==> src/rtl/pin_bank_arbiter.sv <==
`default_nettype none
// +----------------------------------------------------------------------------+
// | pin_bank_arbiter                                                           |
// | Round-robin ownership arbiter for a shared pad bank with bus turnaround.   |
// | Optional grant timeout: define PIN_BANK_ARB_TIMEOUT_EN.                    |
// | Revision: 1.0                                                              |
// +----------------------------------------------------------------------------+
module pin_bank_arbiter #(
  parameter int NumReq        = 2,
  parameter int Width         = 8,
  parameter int TurnCycles    = 2,
  parameter int TimeoutCycles = 64
) (
  input  logic                    clk_i,
  input  logic                    rst_i,
  input  logic [NumReq-1:0]       req_i,
  output logic [NumReq-1:0]       gnt_o,
  input  logic [NumReq*Width-1:0] req_o_i,
  input  logic [NumReq*Width-1:0] req_oe_i,
  input  logic [NumReq*Width-1:0] req_pu_i,
  input  logic [NumReq*Width-1:0] req_pd_i,
  output logic [Width-1:0]        pins_o,
  output logic [Width-1:0]        pins_oe_o,
  output logic [Width-1:0]        pins_pu_o,
  output logic [Width-1:0]        pins_pd_o,
  input  logic [Width-1:0]        pins_i,
  output logic [Width-1:0]        sample_o,
  output logic                    busy_o,
  output logic                    timeout_o
);

  localparam int c_IDX_W = $clog2(NumReq);

  typedef enum logic [1:0] {
    IDLE  = 2'd0,
    TURN  = 2'd1,
    OWNED = 2'd2
  } state_t;

  if (NumReq < 2 || NumReq > 8 || TurnCycles < 1 || TurnCycles > 15 || TimeoutCycles < 1)
  begin : g_bad_params
    $error("pin_bank_arbiter: parameter out of range");
  end

  state_t               r_state;
  state_t               w_state_nxt;
  logic [3:0]           r_turn_cnt;
  logic [3:0]           w_turn_nxt;
  logic [c_IDX_W-1:0]   r_last;
  logic [c_IDX_W-1:0]   r_owner;
  logic [c_IDX_W-1:0]   w_pick;
  logic                 w_found;
  logic [NumReq-1:0]    w_req_eff;
  logic [NumReq-1:0]    w_owner_oh;
  logic                 w_tmo_hit;
  logic [Width-1:0]     r_sample;

  logic [Width-1:0] w_o  [NumReq];
  logic [Width-1:0] w_oe [NumReq];
  logic [Width-1:0] w_pu [NumReq];
  logic [Width-1:0] w_pd [NumReq];

  for (genvar g = 0; g < NumReq; g++) begin : g_unpack
    assign w_o[g]  = req_o_i [g*Width +: Width];
    assign w_oe[g] = req_oe_i[g*Width +: Width];
    assign w_pu[g] = req_pu_i[g*Width +: Width];
    assign w_pd[g] = req_pd_i[g*Width +: Width];
  end

  assign w_owner_oh = {{(NumReq-1){1'b0}}, 1'b1} << r_owner;

  // Round-robin search begins one past the most recent requester that was granted.
  always_comb begin
    logic [c_IDX_W-1:0] idx;
    idx     = '0;
    w_found = 1'b0;
    w_pick  = r_last;
    for (int k = 1; k <= NumReq; k++) begin
      idx = c_IDX_W'((int'(r_last) + k) % NumReq);
      if (!w_found && w_req_eff[idx]) begin
        w_found = 1'b1;
        w_pick  = idx;
      end
    end
  end

  always_comb begin
    w_state_nxt = r_state;
    w_turn_nxt  = r_turn_cnt;
    case (r_state)
      IDLE: begin
        if (w_found) begin
          w_state_nxt = TURN;
          w_turn_nxt  = 4'(TurnCycles - 1);
        end
      end
      TURN: begin
        if (!req_i[r_owner]) begin
          w_state_nxt = IDLE;
        end else if (r_turn_cnt == 4'd0) begin
          w_state_nxt = OWNED;
        end else begin
          w_turn_nxt = r_turn_cnt - 4'd1;
        end
      end
      OWNED: begin
        if (!req_i[r_owner] || w_tmo_hit) begin
          w_state_nxt = IDLE;
        end
      end
      default: w_state_nxt = IDLE;
    endcase
  end

  always_ff @(posedge clk_i) begin
    if (rst_i) begin
      r_state    <= IDLE;
      r_turn_cnt <= '0;
      r_last     <= c_IDX_W'(NumReq - 1);
      r_owner    <= '0;
      r_sample   <= '0;
    end else begin
      r_state    <= w_state_nxt;
      r_turn_cnt <= w_turn_nxt;
      r_sample   <= pins_i;
      if (r_state == IDLE && w_found) begin
        r_owner <= w_pick;
      end
      // Aborted turnarounds leave the pointer alone so the same requester is not skipped.
      if (r_state == TURN && w_state_nxt == OWNED) begin
        r_last <= r_owner;
      end
    end
  end

`ifdef PIN_BANK_ARB_TIMEOUT_EN
  localparam int c_TMO_W = $clog2(TimeoutCycles + 1);

  logic [c_TMO_W-1:0] r_tmo_cnt;
  logic [NumReq-1:0]  r_mask;
  logic               r_timeout;
  logic               w_force;

  assign w_tmo_hit = (r_tmo_cnt == c_TMO_W'(TimeoutCycles - 1));
  assign w_force   = (r_state == OWNED) && req_i[r_owner] && w_tmo_hit;
  assign w_req_eff = req_i & ~r_mask;
  assign timeout_o = r_timeout;

  // A masked requester is released as soon as its request is sampled low.
  always_ff @(posedge clk_i) begin
    if (rst_i) begin
      r_tmo_cnt <= '0;
      r_mask    <= '0;
      r_timeout <= 1'b0;
    end else begin
      r_timeout <= w_force;
      r_tmo_cnt <= (r_state == OWNED) ? r_tmo_cnt + 1'b1 : '0;
      r_mask    <= (r_mask & req_i) | (w_force ? w_owner_oh : '0);
    end
  end
`else
  assign w_tmo_hit = 1'b0;
  assign w_req_eff = req_i;
  assign timeout_o = 1'b0;
`endif

  // Pull-up wins over pull-down on every bit so the pad never sees both.
  always_comb begin
    gnt_o     = '0;
    pins_o    = '0;
    pins_oe_o = '0;
    pins_pu_o = '0;
    pins_pd_o = '0;
    case (r_state)
      TURN: begin
        pins_pu_o = w_pu[r_owner];
        pins_pd_o = w_pd[r_owner] & ~w_pu[r_owner];
      end
      OWNED: begin
        gnt_o     = w_owner_oh;
        pins_o    = w_o[r_owner];
        pins_oe_o = w_oe[r_owner];
        pins_pu_o = w_pu[r_owner];
        pins_pd_o = w_pd[r_owner] & ~w_pu[r_owner];
      end
      default: ;
    endcase
  end

  assign busy_o   = (r_state != IDLE);
  assign sample_o = r_sample;

endmodule
`default_nettype wire

==> config.mk <==
export PLATFORM = sky130hd
export DESIGN_NAME = pin_bank_arbiter
export DESIGN_NICKNAME = d
export VERILOG_FILES = /design/src/rtl/pin_bank_arbiter.sv
export SDC_FILE = /design/constraint.sdc
export NUM_CORES = 1
export LEC_CHECK = 0
export BUFFER_PORTS_ARGS = -buffer_cell sky130_fd_sc_hd__buf_2
export CORE_UTILIZATION = 41
export CTS_CLUSTER_SIZE = 8
export DETAILED_ROUTE_END_ITERATION = 8
export PLACE_DENSITY_LB_ADDON = 0.2
export SLEW_MARGIN = 40
export SYNTH_ARGS = -nofsm -noshare
export SYNTH_HDL_FRONTEND = slang
export SYNTH_SLANG_ARGS = --single-unit
==> constraint.sdc <==
create_clock -name clk_i -period 4.5 [get_ports clk_i]
set_input_delay 0.45 -clock clk_i [delete_from_list [all_inputs] [get_ports clk_i]]
set_output_delay 0.45 -clock clk_i [all_outputs]
set_load 0.005 [all_outputs]
After elaboration in Yosys (flattened, before gate mapping). Index checks and enable logic that the tools add are counted.

Register bits after elaboration: 16. Bits in latches: 0. RAM bits: 0. Bits in read-only memories: 0. Input port bits: 76. Output and inout bits: 44. Logic and storage cells: 68. Memories: 0.

Add/sub/neg operators: 3. Multipliers: 0. Div/mod/pow operators: 0. Order comparisons: 4. Equal/unequal tests: 6. Shift operators: 1. Mux-type cells: 36. Bitwise operators: 3. Reduce and logical (&&, ||, !) cells: 10.

Operators with widths (number): 8-bit 2-to-1 mux (16); 4-bit 2-to-1 mux (3); 1-bit 2-to-1 mux (10); 2-bit 2-to-1 mux (5); 8-bit AND (1); 8-bit NOT (1); 4-bit one-hot mux with 2 select lines (1); 1-bit by 2-bit < comparator with 1-bit output (second input constant) (3); 2-bit inequality test (second input constant) (3); 2-bit one-hot mux with 3 select lines (1); 2-bit equality test (second input constant) (2); 4-bit logical NOT (1); 4-bit AND reduction (1); 2-bit nonzero test (2); 4-bit by 1-bit subtractor with 4-bit output (second input constant) (1); 1-bit logical AND (3); 1-bit adder (second input constant) (2); 2-bit by 1-bit equality test with 1-bit output (second input constant) (1); 2-bit greater-or-equal comparator (second input constant) (1); 2-bit logical NOT (1); 1-bit NOT with 2-bit output (1); 2-bit OR reduction (1); 1-bit by 1-bit left shift with 2-bit output (first input constant) (1); 1-bit logical NOT (1).

Longest topological paths before layout.
Word-level depth: 11. Mapped depth: 8. Mapped depth without buffers: 7.

Worst setup path after synthesis. No wires, ideal clock.

Path kind: register to register. Start point: reg r_turn_cnt[0]. End point: reg r_last. Library setup time: 0.120 ns. Arrival time: 1.776 ns. Data required time: 4.380 ns. Slack: 2.604 ns. Cell stages (with the launch flop): 7. Path buffers: 0. Period minus slack after synthesis: 1.896 ns. Path through: dfxtp_1 inv_1 ha_1 or3b_4 o31a_1 or4_1 mux2i_1.

Word-level cells in the longest chain between the ends: 6.

Ends and longest elaborated chain: start, declared (line 47) `logic [3:0] r_turn_cnt;`; start signal, assigned (line 124) `r_turn_cnt <= w_turn_nxt;`; 4-bit logical NOT (line 100) `end else if (r_turn_cnt == 4'd0) begin`; 2-bit 2-to-1 mux (line 100); 2-bit 2-to-1 mux (line 98) `if (!req_i[r_owner]) begin`; 2-bit one-hot mux with 3 select lines (line 90) `case (r_state)`; 2-bit equality test (line 130) `if (r_state == TURN && w_state_nxt == OWNED) begin`; 1-bit logical AND (line 130); end signal, assigned (line 119) `r_last <= c_IDX_W'(NumReq - 1);`; end signal, assigned (line 131) `r_last <= r_owner;`; end, declared (line 49) `logic [c_IDX_W-1:0] r_last;`.

No other way between the ends. A chain may end at the register's enable or synchronous reset.

Worst setup path in the final report.
Start point: reg r_owner. End point: reg r_last.

Word-level cells in the longest chain between the ends: 6. Elaborated cells on any way between the ends: 7. Those cells by class: 1 x eq/ne; 5 x mux; 1 x reduce/logical.

Ends and longest elaborated chain: start, declared (line 50) `logic [c_IDX_W-1:0] r_owner;`; start signal, assigned (line 127) `r_owner <= w_pick;`; 1-bit 2-to-1 mux (implied by the code) (2 in a row) (line 98, 107); 2-bit 2-to-1 mux, on equally long branches (line 107, 98); 2-bit one-hot mux with 3 select lines (line 90); 2-bit equality test (line 130); 1-bit logical AND (line 130).

Parallel ways exist; a longest one is shown, timed or not. The select of a mux whose other input is x is not followed.

==> summary.txt <==
Critical path
  • Slowest Stage Delay on Critical Path: 650 ps
  • Worst Setup Start Kind: flop
  • Max Fanout on Critical Path: 30
  • CP max stage cell: dfxtp_2
  • Worst EP arrival: 2530 ps
  • Reg2Reg Setup Slack: 2140 ps
  • Crit. End Element: flop
  • Crit Path Class: flop to flop
  • Critical path's most frequent cell: mux2i_1
  • Critical path cell sequence: buf_4 > mux2i_1 > o31a_1 > or4_1 > mux2i_1
  • Req. time, crit path: 4670 ps

Logic synthesis
  • Top-area cell type share of the netlist area: 0.235
  • Top cells by area, synth: dfxtp_1, mux2i_1, nor2b_1
  • Seq/Total Area, Yosys: 0.235
  • Top cell type by total area after synthesis: dfxtp_1
  • Post-synthesis cell type count: 30
  • Cell area after synthesis: 1370 um2
  • Post-Synthesis Cells: 173
  • Post-synthesis register bit count: 16
  • Yosys warns: 0
  • Avg Cell Area, Syn: 7.89 um2
  • Dominant synthesized flop cell: dfxtp_1
  • Syn Nets: 255
  • Share of flip-flops with an asynchronous set or reset: 0
  • Post-synth EDFFs: 0

Final layout
  • ANT cells: 0
  • Share of layout cells above drive strength 1: 0.442
  • Commonest non-fill, non-tap cell in the layout: buf_2
  • Area delta synth->final: 47.1%
  • Non-filler cells, final: 329
  • Most frequent cells in the layout: buf_2, nor2b_1, mux2i_1
  • Fin area: 2010 um2
  • # nets final: 368

STA
  • Tcrit/Tclk final: 0.524
  • Final Hold Viols: 0
  • Max_slew headroom: 0.643
  • Setup TNS Final: 0 ps
  • Clock skew: 10.1 ps
  • Max Slew Vio Count: 0
  • Final setup fails: 0
  • Highest clock rate: 424 MHz
  • Tmin final: 2360 ps
  • Measured slew at the worst slew-check pin: 536 ps
  • RSZ-0062 raised after global routing: false

Worst hold path
  • Worst min path class: primary input to flop

Clock network
  • Clock Latency Late Sink: 290 ps
  • H-tree Lvls: 1
  • Post-cts sizing count: 0
  • CTS Sinks: 16
  • Clock Pin Slew Worst Setup and Hold Paths: 100 ps
  • Cts bufs inserted: 3
  • CTS tree: yes
  • Clk buf depth: 2
  • Root Buffer: clkbuf_4
  • # Post-CTS Setup Buffers: 0
  • Hold_buf cts: 0

Drt
  • Antenna viol nets, final: 0
  • Final WL: 3950 um
  • Via density per instance: 4.82
  • Drt wl/cell: 12.0 um
  • DRC: 0
  • Vias: 1587
  • Iter 0 DRT Violations: 52
  • Pre-antenna DRT Iters: 4

Floorplanning
  • Row count: 20
  • Starting Density: 0.440
  • Core Area: 3100 um2
  • Die W: 59.7 um
  • Die Ht: 59.7 um
  • Die ar.: 3560 um2
  • # IOs: 120

Placement
  • Placer congestion estimate: 0.829
  • Placed cell count: 325
  • Dpl cell area: 1970 um2
  • DP Wirelength: 3280 um
  • # port buffers: 118

Pwr
  • Cell Pwr Density: 242 nW/um2
  • Static Leak: 1.06 nW
  • Total power: 487 uW
  • VDD IR max: 0.116 mV

Outcome
  • Status: finished, final reports clean

Global route
  • GR Util All Layers: 0.226
  • Vias in the first global route: 1517
  • Initial antenna violation count: 0
  • Largest net degree at the start of global routing: 31
  • Total gr overflow: 0
  • Global-route wire length before repair: 6220 um

Flow run
  • Max cap viols: 0
-- cell usage after synthesis (all sizes together), types with 2 or more instances --
cell type,count
inv,14
and2,2
nor2,18
nand2b,3
nor3,4
nor4,2
nand2,4
buf,3
mux2i,27
a21oi,4
nor2b,40
ha,6
a311oi,2
dfxtp,16
clkbuf,8
a32oi,8
-- through the flow --
| step | setup slack [ps] | util | hold WS [ps] |
|---|---|---|---|
| after global placement | 2230 | 0.635 | 471 |
| after detailed placement | 2190 | 0.635 | 483 |
| after floorplan | 2600 | - | 450 |
| final | 2140 | 0.647 | 361 |
| after global routing | 2020 | 0.647 | 368 |
| after CTS | 2160 | 0.647 | 359 |
-- metal layers --
metal	track usage	vias to the layer above	wire length, um
li1	-	812	-
met1	0.252	700	1590
met2	0.410	69	2020
met3	0.0606	6	283
met4	0.0764	0	52
met5	0	-	0
-- final timing paths --
check                             startpoint                          to  cells after the start
setup / recovery        r_owner$_SDFFE_PP0P_         r_last$_SDFFE_PP1P_                      5
hold / removal                     pins_i[3]      sample_o[3]$_SDFF_PP0_                      2
setup reg to reg        r_owner$_SDFFE_PP0P_         r_last$_SDFFE_PP1P_                      5
hold reg to reg   r_turn_cnt[3]$_SDFFE_PP0P_  r_turn_cnt[3]$_SDFFE_PP0P_                      1
-- state kept, by name, summed over array words and instances (netlist names) --
signal      cells
sample_o        8
r_turn_cnt      4
r_state         2
r_last          1
r_owner         1
-- where the power goes --
group / internal, mW / total (mW) / switching [mW]
logic: 0.115 / 0.223 / 0.108
registers: 0.154 / 0.168 / 0.0144
clock network: 0.0492 / 0.0957 / 0.0465
total: 0.318 / 0.487 / 0.169
-- layout make-up --
class	instances	area (um2)
clock buffer	4	36.3
fill	303	1090
inverter	14	52.6
multi-input combinational	132	945
sequential	16	322
tap	44	55.1
timing repair buffer	119	598
-- kinds of logic after synthesis --
group | synth area share
AND/OR/NAND/NOR | 0.327
multiplexers | 0.198
buffers and inverters | 0.0733
AO/OA/AOI/OAI | 0.109
flip-flops | 0.235
adder cells (fa/ha/maj) | 0.0550
other | 0.00275
-- critical path, delay by kind of cell (launching register included) --
| kind | cells | cell delay, ps |
|---|---|---|
| compound gates | 1 | 310 |
| buf+inv | 1 | 420 |
| flops | 1 | 650 |
| mux | 2 | 320 |
| simple gates | 1 | 530 |
Note: power is estimated with default switching activity, not from simulation.
